File: src/rtl/pd_pkg.sv
// Shared PD5 pipeline definitions: fetch FSM states, IF/ID payload and constants.
package pd_pkg;

  localparam int unsigned XLEN = 32;

  localparam logic [XLEN-1:0] NOP_INSN         = 32'h0000_0013;
  localparam logic [XLEN-1:0] DEFAULT_RESET_PC = 32'h0100_0000;

  typedef enum logic [1:0] {
    BOOT   = 2'd0,
    RUN    = 2'd1,
    HALTED = 2'd2
  } fetch_state_e;

  typedef struct packed {
    logic            valid;
    logic [XLEN-1:0] pc;
    logic [XLEN-1:0] insn;
    logic            misaligned;
  } if_id_t;

endpackage

File: src/rtl/fetch_stage_if.sv
// Fetch-stage control, instruction-memory and IF/ID signals as one bundle.
interface fetch_stage_if;
  import pd_pkg::*;

  logic            stall;
  logic            redirect_valid;
  logic [XLEN-1:0] redirect_pc;
  logic            halt;
  logic [XLEN-1:0] imem_addr;
  logic [XLEN-1:0] imem_rdata;
  logic            id_valid;
  logic [XLEN-1:0] id_pc;
  logic [XLEN-1:0] id_insn;
  logic            id_misaligned;
  logic [XLEN-1:0] fetch_count;

  modport master (
    input  stall, redirect_valid, redirect_pc, halt, imem_rdata,
    output imem_addr, id_valid, id_pc, id_insn, id_misaligned, fetch_count
  );

  modport slave (
    output stall, redirect_valid, redirect_pc, halt, imem_rdata,
    input  imem_addr, id_valid, id_pc, id_insn, id_misaligned, fetch_count
  );

endinterface

File: src/rtl/fetch_stage.sv
// PD5 instruction fetch: owns the fetch PC, drives a 1-cycle imem and
// registers the IF/ID bundle under halt > redirect > stall > advance priority.
module fetch_stage
  import pd_pkg::*;
#(
  parameter logic [31:0] RESET_PC = DEFAULT_RESET_PC
) (
  input  logic          clock,
  input  logic          reset,
  fetch_stage_if.master bus
);

  localparam int unsigned PC_STEP = 4;

  fetch_state_e    state_q, state_d;
  logic [XLEN-1:0] f_pc_q, f_pc_d;
  logic            f_valid_q, f_valid_d;
  logic            f_mis_q, f_mis_d;
  if_id_t          id_q, id_d;
  logic [XLEN-1:0] cnt_q, cnt_d;

  // State register
  always_ff @(posedge clock or negedge reset) begin
    if (!reset) begin
      state_q <= BOOT;
    end else begin
      state_q <= state_d;
    end
  end

  // Datapath registers
  always_ff @(posedge clock or negedge reset) begin
    if (!reset) begin
      f_pc_q    <= RESET_PC;
      f_valid_q <= 1'b0;
      f_mis_q   <= 1'b0;
      id_q      <= '{valid: 1'b0, pc: '0, insn: NOP_INSN, misaligned: 1'b0};
      cnt_q     <= '0;
    end else begin
      f_pc_q    <= f_pc_d;
      f_valid_q <= f_valid_d;
      f_mis_q   <= f_mis_d;
      id_q      <= id_d;
      cnt_q     <= cnt_d;
    end
  end

  // Next state, next PC and IF/ID update
  always_comb begin
    state_d   = state_q;
    f_pc_d    = f_pc_q;
    f_valid_d = f_valid_q;
    f_mis_d   = f_mis_q;
    id_d      = id_q;
    cnt_d     = cnt_q;

    unique case (state_q)
      BOOT: begin
        state_d   = RUN;
        f_pc_d    = RESET_PC;
        f_valid_d = 1'b1;
        f_mis_d   = 1'b0;
      end
      RUN: begin
        if (bus.halt) begin
          state_d    = HALTED;
          f_valid_d  = 1'b0;
          id_d.valid = 1'b0;
          id_d.insn  = NOP_INSN;
        end else if (bus.redirect_valid) begin
          // Wrong-path kill: the instruction currently in F is dropped.
          f_pc_d     = bus.redirect_pc;
          f_valid_d  = 1'b1;
          f_mis_d    = |bus.redirect_pc[1:0];
          id_d.valid = 1'b0;
          id_d.insn  = NOP_INSN;
        end else if (!bus.stall) begin
          f_pc_d          = f_pc_q + XLEN'(PC_STEP);
          id_d.valid      = f_valid_q;
          id_d.pc         = f_pc_q;
          id_d.insn       = f_valid_q ? bus.imem_rdata : NOP_INSN;
          id_d.misaligned = f_mis_q;
          if (f_valid_q) begin
            cnt_d = cnt_q + XLEN'(1);
          end
        end
      end
      HALTED: begin
        state_d = HALTED;
      end
      default: begin
        state_d = BOOT;
      end
    endcase
  end

  assign bus.imem_addr     = {f_pc_d[XLEN-1:2], 2'b00};
  assign bus.id_valid      = id_q.valid;
  assign bus.id_pc         = id_q.pc;
  assign bus.id_insn       = id_q.insn;
  assign bus.id_misaligned = id_q.misaligned;
  assign bus.fetch_count   = cnt_q;

endmodule

File: src/flat_wrapper.sv
// flat-port wrapper written by rule: the top's interface ports become plain ports
module fetch_stage_flat import pd_pkg::*;
#(
  parameter logic [31:0] RESET_PC = DEFAULT_RESET_PC
)
  (clock, reset, bus_stall, bus_redirect_valid, bus_redirect_pc, bus_halt, bus_imem_rdata, bus_imem_addr, bus_id_valid, bus_id_pc, bus_id_insn, bus_id_misaligned, bus_fetch_count);
  fetch_stage_if bus_i ();
  input  logic clock;
  input  logic reset;
  input wire logic [$bits(bus_i.stall)-1:0] bus_stall;
  input wire logic [$bits(bus_i.redirect_valid)-1:0] bus_redirect_valid;
  input wire logic [$bits(bus_i.redirect_pc)-1:0] bus_redirect_pc;
  input wire logic [$bits(bus_i.halt)-1:0] bus_halt;
  input wire logic [$bits(bus_i.imem_rdata)-1:0] bus_imem_rdata;
  output wire logic [$bits(bus_i.imem_addr)-1:0] bus_imem_addr;
  output wire logic [$bits(bus_i.id_valid)-1:0] bus_id_valid;
  output wire logic [$bits(bus_i.id_pc)-1:0] bus_id_pc;
  output wire logic [$bits(bus_i.id_insn)-1:0] bus_id_insn;
  output wire logic [$bits(bus_i.id_misaligned)-1:0] bus_id_misaligned;
  output wire logic [$bits(bus_i.fetch_count)-1:0] bus_fetch_count;
  assign bus_i.stall = bus_stall;
  assign bus_i.redirect_valid = bus_redirect_valid;
  assign bus_i.redirect_pc = bus_redirect_pc;
  assign bus_i.halt = bus_halt;
  assign bus_i.imem_rdata = bus_imem_rdata;
  assign bus_imem_addr = bus_i.imem_addr;
  assign bus_id_valid = bus_i.id_valid;
  assign bus_id_pc = bus_i.id_pc;
  assign bus_id_insn = bus_i.id_insn;
  assign bus_id_misaligned = bus_i.id_misaligned;
  assign bus_fetch_count = bus_i.fetch_count;
  fetch_stage #(.RESET_PC(RESET_PC)) u_core (.clock(clock), .reset(reset), .bus(bus_i));
endmodule
File: config.mk
export PLATFORM = sky130hd
export DESIGN_NAME = fetch_stage_flat
export DESIGN_NICKNAME = d
export VERILOG_FILES = /design/src/rtl/pd_pkg.sv /design/src/rtl/fetch_stage_if.sv /design/src/rtl/fetch_stage.sv /design/src/flat_wrapper.sv
export SDC_FILE = /design/constraint.sdc
export NUM_CORES = 1
export LEC_CHECK = 0
export ABC_AREA = 1
export BUFFER_PORTS_ARGS = -buffer_cell sky130_fd_sc_hd__buf_2
export CORE_UTILIZATION = 36
export CTS_CLUSTER_SIZE = 24
export DETAILED_ROUTE_END_ITERATION = 6
export PLACE_DENSITY = 0.56
export SETUP_SLACK_MARGIN = 0.5
export SYNTH_ARGS = -nofsm -noshare
export SYNTH_HDL_FRONTEND = slang
export SYNTH_SLANG_ARGS = --single-unit
File: constraint.sdc
create_clock -name clock -period 2.1 [get_ports clock]
set_input_delay 0.21 -clock clock [delete_from_list [all_inputs] [get_ports clock]]
set_output_delay 0.21 -clock clock [all_outputs]
set_load 0.03 [all_outputs]
==> impl_metrics.yaml <==
cells_and_area:
  areaGrowthSynthToFinish_pct: 67.2
  stdcell_count: 1431
  nets: 1256
  drive_gt1_share_pct: 51.3
synth:
  async_flop_share_pct: 100
  avgSynthCellArea_um2: 7.87
  synth_compound_area_share_pct: 9.20
  yosys.area_share.adder_pct: 0.723
  synth_xor_area_share_pct: 3.80
  synthFlopType: "dfrtp_1"
  synth_cell_types: 38
  syn_area_um2: 6920
  yosysWarningCount: 0
  synth_edf_count: 0
  ys_ff_latch: 134
  ys_seq_area_share_pct: 48.5
  synth-simple-area-share_pct: 26.0
  synth_cells: 879
  synthMuxAreaShare_pct: 0
  synth_top_family_by_area: "simple AND/OR/NAND/NOR gates"
critical_path:
  critPathCaptureType: "output port"
  crit_chain: "nand2_2, nor2_4, nand2_2, nor2_4, nand3_2, inv_2, nand3_2, nand3_2, nand2_2, nand2_2, buf_6"
  cp-start-kind: "register"
  cp_top_family: "simple AND/OR/NAND/NOR gates"
  slowest_delay_ns: 0.43
  worst-setup-path-type: "reg2out"
  worst-endpoint-required_ns: 1.89
  crit_top_cell: "nand2_2"
  crit_path_max_fanout: 7
  slowest_stage: "dfrtp_1"
  worst-path-buf-inv: 2
  critical_path_arrival_ns: 2.08
drt:
  dr.pass1.iters: 5
  vias: 7119
  drtIter0Drc: 376
  via_per_inst: 4.97
  wl_um: 24200
  drc: 0
  ant_nets: 0
  wl_per_cell_um: 16.9
floorplanning:
  start_util_pct: 36.9
  die_h_um: 141
  coreArea_um2: 18800
  pin_count: 199
  fp-row-count: 50
  die_x_um: 141
  die-area_um2: 19800
min_path:
  hp-class: "in2reg"
cts:
  clk_path_buf_depth: 2
  clock-sinks: 134
  clkLatencyLatePin_ns: 0.43
  cts_made_buffers: 17
  root_buffer: "clkbuf_16"
  clkSlewWorstSetupHoldPaths_ns: 0.06
  cts_tree: "yes"
  htreeDepth: 4
timing:
  period_share_pct: 109
  min_period_ns: 2.29
  worst_slack_ns: -0.187
  tightest_slew_ns: 0.515
  setup_viol: 32
  rsz0062_at_grt: "true"
  slew_headroom_pct: 65.4
  fin_skew_ns: 0.0108
  slew_viol_final: 0
  fmax_ghz: 0.437
  hold_viol_final: 0
grt:
  overflow: 0
  antenna_found_initial: 1
  grt_first_pass_wirelength_um: 35500
  grt_use_total_pct: 23.3
  grt_pass1_vias: 6800
  grt_max_degree: 51
placed_design:
  dp_hpwl_um: 14000
  post-place-cells: 1271
  port_buffers: 196
  dpl_worst_slack_ns: 0.121
  place_congestion: 0.848
power_and_ir_drop:
  power_density_nw_per_um2: 1200
  power.leakage_nw: 5.92
  vdd_drop_max_mv: 0.955
status:
  status: "finished, violations left"
  failed_checks: "setup timing"
job:
  max_cap_violations: 0
## synth_stat cells (4+ instances only)
library cell | n | area, um2
a21oi_1 | 4 | 20.0
buf_4 | 32 | 240
clkbuf_1 | 21 | 78.8
dfrtp_1 | 130 | 3250
dfstp_2 | 4 | 105
ha_1 | 4 | 50.1
inv_1 | 125 | 469
nand2_1 | 216 | 811
nand3_1 | 51 | 255
nand4_1 | 19 | 119
nor2_1 | 82 | 308
nor2_2 | 6 | 37.5
nor3_1 | 18 | 90.1
o211ai_1 | 8 | 60.1
o21ai_0 | 97 | 485
xnor2_1 | 10 | 87.6
xor2_1 | 20 | 175
## metrics by stage
step | TNS [ns] | area (um2) | power, mW | util, % | hold WS, ns
final | -3.22 | 11600 | 13.9 | 61.7 | 0.00738
after global routing | -6.78 | 11600 | 14.6 | 61.7 | 0.000223
after CTS | -3.04 | 10300 | 12.6 | 55.1 | 0.000480
after detailed placement | 0 | 8170 | 8.20 | 43.5 | 0.144
after global placement | 0 | 8170 | 8.19 | 43.5 | 0.144
after floorplan | 0 | 7100 | 7.19 | - | -0.0856
## logic make-up after synthesis
kind of cell / after synthesis
AO/OA/AOI/OAI: 119
XOR/XNOR: 30
adder cells (fa/ha/maj): 4
buffers and inverters: 183
flip-flops: 134
other: 1
AND/OR/NAND/NOR: 408
## placed cells by master (no fill, tap or decap), types with 38 or more instances in the layout
master	netlist	layout
o21ai_1	1	38
buf_6	0	75
buf_2	1	165
nand2_2	0	58
dfrtp_1	130	122
nand2_1	216	115
nand3_1	51	39
o21ai_2	0	44
inv_1	125	113
nor2_1	82	59
buf_4	32	59
nand2_4	0	41
## path summary, 6_finish.rpt
kind	slack [ns]	endpoint	start	cells after the start
worst min-delay path	0.007	u_core.bus.id_insn[12]$_DFFE_PN0P_	bus_imem_rdata[12]	3
worst min register to register	0.47	u_core.bus.fetch_count[31]$_DFFE_PN0P_	u_core.bus.fetch_count[31]$_DFFE_PN0P_	1
worst max register to register	-0.02	u_core.bus.fetch_count[16]$_DFFE_PN0P_	u_core.state_q[1]$_DFFE_PN0P_	12
worst max-delay path	-0.19	bus_imem_addr[26]	u_core.f_pc_q[8]$_DFF_PN0_	11
min in group asynchronous	0.26	u_core.bus.id_insn[29]$_DFFE_PN0P_	reset	2
max in group asynchronous	1.18	u_core.f_pc_q[24]$_DFF_PN1_	reset	3
## worst reg2reg max path, delay by kind of cell, from the launching register on
kind / cells / cell delay, ns
XOR/XNOR: 1 / 0.14
flip-flops: 1 / 0.37
adder cells (fa/ha/maj): 1 / 0.15
buffers and inverters: 4 / 0.40
AND/OR/NAND/NOR: 6 / 0.95
## flip-flops by register name, summed over array words and instances, names as in the netlist, 2 cells and up
register / count
u_core.bus.id_insn: 32
u_core.state_q: 2
u_core.f_pc_q: 32
u_core.bus.fetch_count: 32
u_core.bus.id_pc: 32
## where the power goes
part	leakage (nW)	total, mW	switching, mW	internal (mW)
registers	1.77	4.03	0.680	3.35
logic	3.87	6.87	4.07	2.80
clock network	0.283	3.02	1.14	1.87
total	5.92	13.9	5.89	8.03
## what timing repair did
| action | CTS | global route |
|---|---|---|
| setup buffers | 53 | 53 |
| hold buffers | 10 | 0 |
| resized for setup | 301 | 191 |
| endpoints found under the setup margin | 121 | 153 |
| hold endpoints to repair | 46 | 0 |
| pin swaps | 50 | 65 |
| gates cloned | 9 | 2 |
## routing by layer
layer / routed length, um / vias to the layer above / global-route usage, %
met5: 0 / - / 0
met4: 746 / 0 / 9.21
met3: 1110 / 53 / 4.45
met2: 12300 / 253 / 40.5
met1: 10100 / 3428 / 28.4
li1: - / 3385 / -
## cell type report
type | count | area, um2
Inverter | 126 | 485
Timing Repair Buffer | 341 | 2920
Fill cell | 1561 | 7190
Clock inverter | 7 | 93.8
Clock buffer | 25 | 495
Tap cell | 234 | 293
Multi-Input combinational cell | 563 | 3920
Sequential cell | 134 | 3370
Antenna cell | 1 | 2.50
(Power assumes the default switching activity.)
